--- src/rtl/cpu4004_pkg.sv ---
// Shared 4004 core definitions: machine-cycle phases, register-file IO modes,
// opcode constants and the two-word instruction classifier.
package cpu4004_pkg;

  typedef enum logic [2:0] {
    PH_A1 = 3'd0,
    PH_A2 = 3'd1,
    PH_A3 = 3'd2,
    PH_M1 = 3'd3,
    PH_M2 = 3'd4,
    PH_X1 = 3'd5,
    PH_X2 = 3'd6,
    PH_X3 = 3'd7
  } phase_t;

  localparam logic [1:0] IO_WR   = 2'b00;
  localparam logic [1:0] IO_RD   = 2'b01;
  localparam logic [1:0] IO_IDLE = 2'b10;

  localparam logic [3:0] OPR_NOP     = 4'b0000;
  localparam logic [3:0] OPR_JCN     = 4'b0001;
  localparam logic [3:0] OPR_FIM_SRC = 4'b0010;
  localparam logic [3:0] OPR_JUN     = 4'b0100;
  localparam logic [3:0] OPR_JMS     = 4'b0101;
  localparam logic [3:0] OPR_INC     = 4'b0110;
  localparam logic [3:0] OPR_ISZ     = 4'b0111;
  localparam logic [3:0] OPR_LD      = 4'b1010;
  localparam logic [3:0] OPR_XCH     = 4'b1011;

  // FIM and SRC share OPR 0010; OPA[0] separates FIM (0) from SRC (1).
  function automatic logic is_two_word(input logic [3:0] opr,
                                       input logic [3:0] opa);
    logic two;
    two = 1'b0;
    case (opr)
      OPR_JCN, OPR_JUN, OPR_JMS, OPR_ISZ: two = 1'b1;
      OPR_FIM_SRC:                         two = ~opa[0];
      default:                             two = 1'b0;
    endcase
    return two;
  endfunction

endpackage

--- src/rtl/machine_cycle_counter.sv ---
// Eight-phase machine-cycle counter (A1..X3) with a sync flag during X3.
// Shared by the index register, ROM and RAM interface blocks.
module machine_cycle_counter
  import cpu4004_pkg::*;
(
  input  logic   clk,
  input  logic   reset,
  output phase_t phase,
  output logic   sync
);

  logic [2:0] phase_nx;

  assign phase_nx = phase + 3'd1;

  always_ff @(posedge clk or negedge reset) begin
    if (!reset) begin
      phase <= PH_A1;
    end else begin
      phase <= phase_t'(phase_nx);
    end
  end

  assign sync = (phase == PH_X3);

endmodule

--- src/rtl/index_register_sequencer.sv ---
// Index register file sequencer: latches instruction nibbles in M1/M2 and
// drives register select, IO mode, write strobe and bus data during X1..X3.
module index_register_sequencer
  import cpu4004_pkg::*;
(
  input  logic       clk,
  input  logic       reset,
  input  logic [3:0] data_in,
  input  logic [3:0] acc_in,
  output logic [3:0] data_out,
  output logic       data_oe,
  output logic [3:0] index_register_select,
  output logic [1:0] index_register_IO,
  output logic       index_register_I_WE,
  output logic       acc_load,
  output logic       src_strobe,
  output logic       inc_zero,
  output logic       sync
);

  phase_t     phase;

  logic [3:0] opr, opr_nx;
  logic [3:0] opa, opa_nx;
  logic [3:0] d_hi, d_hi_nx;
  logic [3:0] d_lo, d_lo_nx;
  logic [3:0] temp, temp_nx;
  logic       second_word, second_word_nx;
  logic       inc_zero_q, inc_zero_nx;

  logic       is_inc;
  logic [2:0] pair;

  function automatic logic [3:0] inc_wrap(input logic [3:0] v);
    return v + 4'd1;
  endfunction

  machine_cycle_counter u_cycle (
    .clk   (clk),
    .reset (reset),
    .phase (phase),
    .sync  (sync)
  );

  assign is_inc   = (opr == OPR_INC) || (opr == OPR_ISZ);
  assign pair     = opa[3:1];
  assign inc_zero = inc_zero_q;

  always_ff @(posedge clk or negedge reset) begin
    if (!reset) begin
      opr         <= OPR_NOP;
      opa         <= 4'd0;
      d_hi        <= 4'd0;
      d_lo        <= 4'd0;
      temp        <= 4'd0;
      second_word <= 1'b0;
      inc_zero_q  <= 1'b0;
    end else begin
      opr         <= opr_nx;
      opa         <= opa_nx;
      d_hi        <= d_hi_nx;
      d_lo        <= d_lo_nx;
      temp        <= temp_nx;
      second_word <= second_word_nx;
      inc_zero_q  <= inc_zero_nx;
    end
  end

  // In a second-word cycle OPR/OPA keep the opener so the X phases still
  // know which instruction (and which FIM pair) they belong to.
  always_comb begin
    opr_nx         = opr;
    opa_nx         = opa;
    d_hi_nx        = d_hi;
    d_lo_nx        = d_lo;
    temp_nx        = temp;
    second_word_nx = second_word;
    inc_zero_nx    = inc_zero_q;
    case (phase)
      PH_M1: begin
        if (second_word) d_hi_nx = data_in;
        else             opr_nx  = data_in;
      end
      PH_M2: begin
        if (second_word) d_lo_nx = data_in;
        else             opa_nx  = data_in;
      end
      PH_X1: begin
        if (!second_word && (is_inc || opr == OPR_XCH)) temp_nx = data_in;
      end
      PH_X2: begin
        if (!second_word && is_inc) inc_zero_nx = (inc_wrap(temp) == 4'd0);
      end
      PH_X3: begin
        second_word_nx = !second_word && is_two_word(opr, opa);
      end
      default: ;
    endcase
  end

  // The bus is never driven in a phase where the register file reads onto it.
  always_comb begin
    index_register_select = 4'd0;
    index_register_IO     = IO_IDLE;
    index_register_I_WE   = 1'b0;
    data_out              = 4'd0;
    data_oe               = 1'b0;
    acc_load              = 1'b0;
    src_strobe            = 1'b0;
    if (second_word) begin
      if (opr == OPR_FIM_SRC) begin
        case (phase)
          PH_X2: begin
            index_register_IO     = IO_WR;
            index_register_I_WE   = 1'b1;
            index_register_select = {pair, 1'b0};
            data_oe               = 1'b1;
            data_out              = d_hi;
          end
          PH_X3: begin
            index_register_IO     = IO_WR;
            index_register_I_WE   = 1'b1;
            index_register_select = {pair, 1'b1};
            data_oe               = 1'b1;
            data_out              = d_lo;
          end
          default: ;
        endcase
      end
    end else begin
      case (opr)
        OPR_LD: begin
          if (phase == PH_X1) begin
            index_register_IO     = IO_RD;
            index_register_select = opa;
            acc_load              = 1'b1;
          end
        end
        OPR_XCH: begin
          case (phase)
            PH_X1: begin
              index_register_IO     = IO_RD;
              index_register_select = opa;
            end
            PH_X2: begin
              index_register_IO     = IO_WR;
              index_register_I_WE   = 1'b1;
              index_register_select = opa;
              data_oe               = 1'b1;
              data_out              = acc_in;
            end
            PH_X3: begin
              data_oe  = 1'b1;
              data_out = temp;
              acc_load = 1'b1;
            end
            default: ;
          endcase
        end
        OPR_INC, OPR_ISZ: begin
          case (phase)
            PH_X1: begin
              index_register_IO     = IO_RD;
              index_register_select = opa;
            end
            PH_X2: begin
              index_register_IO     = IO_WR;
              index_register_I_WE   = 1'b1;
              index_register_select = opa;
              data_oe               = 1'b1;
              data_out              = inc_wrap(temp);
            end
            default: ;
          endcase
        end
        OPR_FIM_SRC: begin
          if (opa[0]) begin
            case (phase)
              PH_X2: begin
                index_register_IO     = IO_RD;
                index_register_select = {pair, 1'b0};
                src_strobe            = 1'b1;
              end
              PH_X3: begin
                index_register_IO     = IO_RD;
                index_register_select = {pair, 1'b1};
                src_strobe            = 1'b1;
              end
              default: ;
            endcase
          end
        end
        default: ;
      endcase
    end
  end

endmodule

--- config.mk ---
export PLATFORM = sky130hd
export DESIGN_NAME = index_register_sequencer
export DESIGN_NICKNAME = d
export VERILOG_FILES = /design/src/rtl/cpu4004_pkg.sv /design/src/rtl/machine_cycle_counter.sv /design/src/rtl/index_register_sequencer.sv
export SDC_FILE = /design/constraint.sdc
export NUM_CORES = 1
export LEC_CHECK = 0
export BUFFER_PORTS_ARGS = -buffer_cell sky130_fd_sc_hd__buf_2
export CAP_MARGIN = 10
export CORE_UTILIZATION = 55
export CTS_CLUSTER_SIZE = 8
export DETAILED_ROUTE_END_ITERATION = 8
export HOLD_SLACK_MARGIN = 0.02
export PLACE_DENSITY_LB_ADDON = 0.3
export SLEW_MARGIN = 30
export SYNTH_ARGS = -nofsm -noshare
export SYNTH_HDL_FRONTEND = slang
export SYNTH_SLANG_ARGS = --single-unit
export TNS_END_PERCENT = 100
--- constraint.sdc ---
create_clock -name clk -period 2.5 [get_ports clk]
set_clock_uncertainty 0.1 [all_clocks]
set_input_delay 0.375 -clock clk [delete_from_list [all_inputs] [get_ports clk]]
set_output_delay 0.375 -clock clk [all_outputs]
set_load 0.005 [all_outputs]
==> run summary <==
Yosys top cell area share - 0.398
LEAKAGE - 0.797 nW
main combinational cell family by area after synthesis - simple AND/OR/NAND/NOR gates
post-route minimum period - 2.41 ns
total CTS buffers - 3
Core Area - 2730 um^2
root buf cell - clkbuf_4
Synthesis Warnings - 0
WL final - 3730 um
FMAX - 414 MHz
CP max FO - 4
RSZ-0062 raised after global routing - yes
Final Wtd Congestion - 0.934
Yosys top cell by area - dfrtp_1
Rel. slew slack - 0.616
flops & latches, synth - 25
vias per cell - 6.17
# IOs - 26
DR iter-0 viols - 58
share of cells above drive strength 1 - 0.393
Hold Violations, Final - 0
Seq/Total Area, Yosys - 0.398
port bufs - 25
WS Path Type - reg -> out
antenna cells - 0
Max Root-Sink Buffers - 2
post-synthesis compound-gate area fraction - 0.159
per-cell routed wire length - 17.4 um
Hold WC Path Type - in -> reg
XOR/XNOR Fraction of Synth Area - 0.00557
GR Util All Layers - 0.257
H-tree depth - 1
clk slew on worst S/H paths - 0.13 ns
clock sink total - 25
initial antenna violation count - 0
Layout area overhead - 16.2%
synth top area cells - dfrtp_1 40%, mux2_2 14%, ha_1 5.6%
CP Launch Type - flip-flop
die area - 3080 um^2
CTS tree - done
CP arrival - 1.94 ns
final core utilization - 0.668
mux cell area share after synthesis - 0.136
Slew @ Worst Pin - 0.575 ns
outcome - complete, no violations
worst endpoint required time - 2.03 ns
Slew Limit Fails - 0
first-pass GRT wire length - 6040 um
Synth Area per Inst - 10.1 um^2
# nets final - 201
number of max-cap violations - 0
clock insertion delay at the later pin of the skew report - 0.32 ns
Max stage delay on crit path - 0.43 ns
PD cells - 607 nW/um^2
grt ovf - 0
Vias - 1321
post-synth cell types - 42
synthesized area - 1570 um^2
PnR Total Power - 1.11 mW
die height - 55.5 um
hpwl dp - 2670 um
final setup violating endpoints - 0
Synth Area in Simple Gates - 0.197
Tcrit/Tclk final - 0.965
Worst Setup End Kind - output port
Post-Synth Adder-Cell Area - 0.0557
Post-DRT Antenna Nets - 0
Max VDD drop - 484 uV
vias in the first global route - 1203
fillers - 214
number of remaining DRC errors - 0
largest net degree at the start of global routing - 26
syn nets - 173
First-pass DRT Iterations - 4
die width - 55.5 um
crit path cell chain - inv_1 > ha_2 > o211ai_1 > a221oi_4 > nor2_2 > o21ai_1 > buf_2
slowest CP cell - dfrtp_1
Starting Density - 0.575
Site Rows - 19
Synth Instances - 156
[Yosys cell counts]
master and instances:
clkbuf_1 3, o2bb2ai_1 1, a21oi_1 5, o211ai_1 1
a21o_1 2, a22oi_1 3, and3_1 2, nand2b_2 1
nor2_4 1, o22ai_1 1, and3b_4 1, clkbuf_2 1
nand4_1 1, xor2_1 1, nor2_1 9, and2_1 3
nor4b_1 1, a221o_1 3, a311o_1 1, ha_1 7
nand2_1 13, a211o_1 1, nor2b_1 2, mux2_2 19
nor4_1 1, buf_6 2, nor3b_1 2, nor4b_4 1
a211oi_1 3, nor3_1 1, buf_4 2, a22o_1 2
inv_1 6, o21ai_0 5, a221oi_1 1, o21ai_1 4
nand3_1 9, o21a_1 2, o31ai_1 1, dfrtp_1 25
nand3b_1 2, nand2b_1 4
[worst max-delay path: cells and delay by family (launching register included)]
family,cells,cell delay [ns]
and+or+nand+nor,1,0.08
adders and majority gates,1,0.22
AOI/OAI and AO/OA,3,0.63
DFF,1,0.43
buffers and inverters,2,0.25
[power breakdown]
part | leakage [nW] | internal [mW] | total [mW] | switching, mW
sequential | 0.299 | 0.508 | 0.647 | 0.139
clock | 0.0150 | 0.0626 | 0.181 | 0.118
combinational | 0.483 | 0.147 | 0.280 | 0.133
total | 0.797 | 0.718 | 1.11 | 0.390
[cells by family after synthesis]
family,count (synthesis)
compound gates,36
fa+ha+maj,7
flops,25
mux,19
xor+xnor,1
simple gates,54
buf+inv,14
[registers in the layout (all words and copies together), names as in the netlist]
name           count
u_cycle.phase      3
temp               4
inc_zero           1
d_hi               4
d_lo               4
opa                4
opr                4
second_word        1
[metal layers]
layer  part of all wire  wire length, um  track usage
met1               0.48             1770        0.365
met2               0.47             1740        0.389
met3              0.042              158       0.0351
met4              0.015               57        0.121
met5                  0                0            0
[per-stage QoR]
step	hold slack [ns]	area (um^2)	TNS, ns	worst slack, ns	cells
floorplan	-0.0206	1570	0	0.470	156
global placement	0.283	1700	0	0.321	206
detailed placement	0.297	1700	0	0.251	206
CTS	0.263	1770	0	0.00213	213
global route	0.241	1830	-0.0493	-0.0154	214
finish	0.275	1830	0	0.0868	214
[cell type report]
| class | count | area [um^2] | share of cell area |
|---|---|---|---|
| clock buffer | 4 | 26.3 | 0.0144 |
| inverter | 6 | 22.5 | 0.0123 |
| multi-input combinational | 117 | 937 | 0.513 |
| sequential | 25 | 629 | 0.345 |
| tap | 31 | 38.8 | 0.0212 |
| timing repair buffer | 31 | 173 | 0.0945 |
[path summary, 6_finish.rpt]
kind,start,slack [ns],end,cells past startpoint
worst max register to register,u_cycle.phase[0],0.70,opr[3],4
worst min register to register,inc_zero,0.42,inc_zero,2
worst min-delay path,data_in[0],0.28,d_lo[0],2
worst max-delay path,u_cycle.phase[0],0.09,index_register_select[3],7
min in group asynchronous,reset,0.48,inc_zero,2
max in group asynchronous,reset,1.41,opr[2],2
[cells in the final DEF, fill, tap and decap left out, drive strengths merged, types with 2 or more instances in the layout]
| cell | synthesis | routed |
|---|---|---|
| ha | 7 | 7 |
| a21oi | 5 | 5 |
| nor3b | 2 | 2 |
| nor4b | 2 | 2 |
| nor2b | 2 | 2 |
| inv | 6 | 6 |
| a221o | 3 | 3 |
| nand2b | 5 | 5 |
| nand2 | 13 | 13 |
| clkbuf | 4 | 4 |
| and2 | 3 | 3 |
| o21a | 2 | 2 |
| nor2 | 10 | 10 |
| o21ai | 9 | 9 |
| buf | 4 | 30 |
| and3 | 2 | 2 |
| a211oi | 3 | 3 |
| nand3b | 2 | 2 |
| nand3 | 9 | 9 |
| a21o | 2 | 2 |
| a22o | 2 | 2 |
| a22oi | 3 | 3 |
| dfrtp | 25 | 25 |
| mux2 | 19 | 19 |
[repair_timing]
| action | 4_1_cts | 5_1_grt |
|---|---|---|
| pin swaps | 0 | 2 |
| hold endpoints to repair | 25 | 0 |
| hold buffers | 1 | 0 |
| setup endpoints to repair | 7 | 11 |
| buffers inserted | 2 | 1 |
| gates resized for setup | 7 | 13 |
Power figures use the tool's default switching activity.
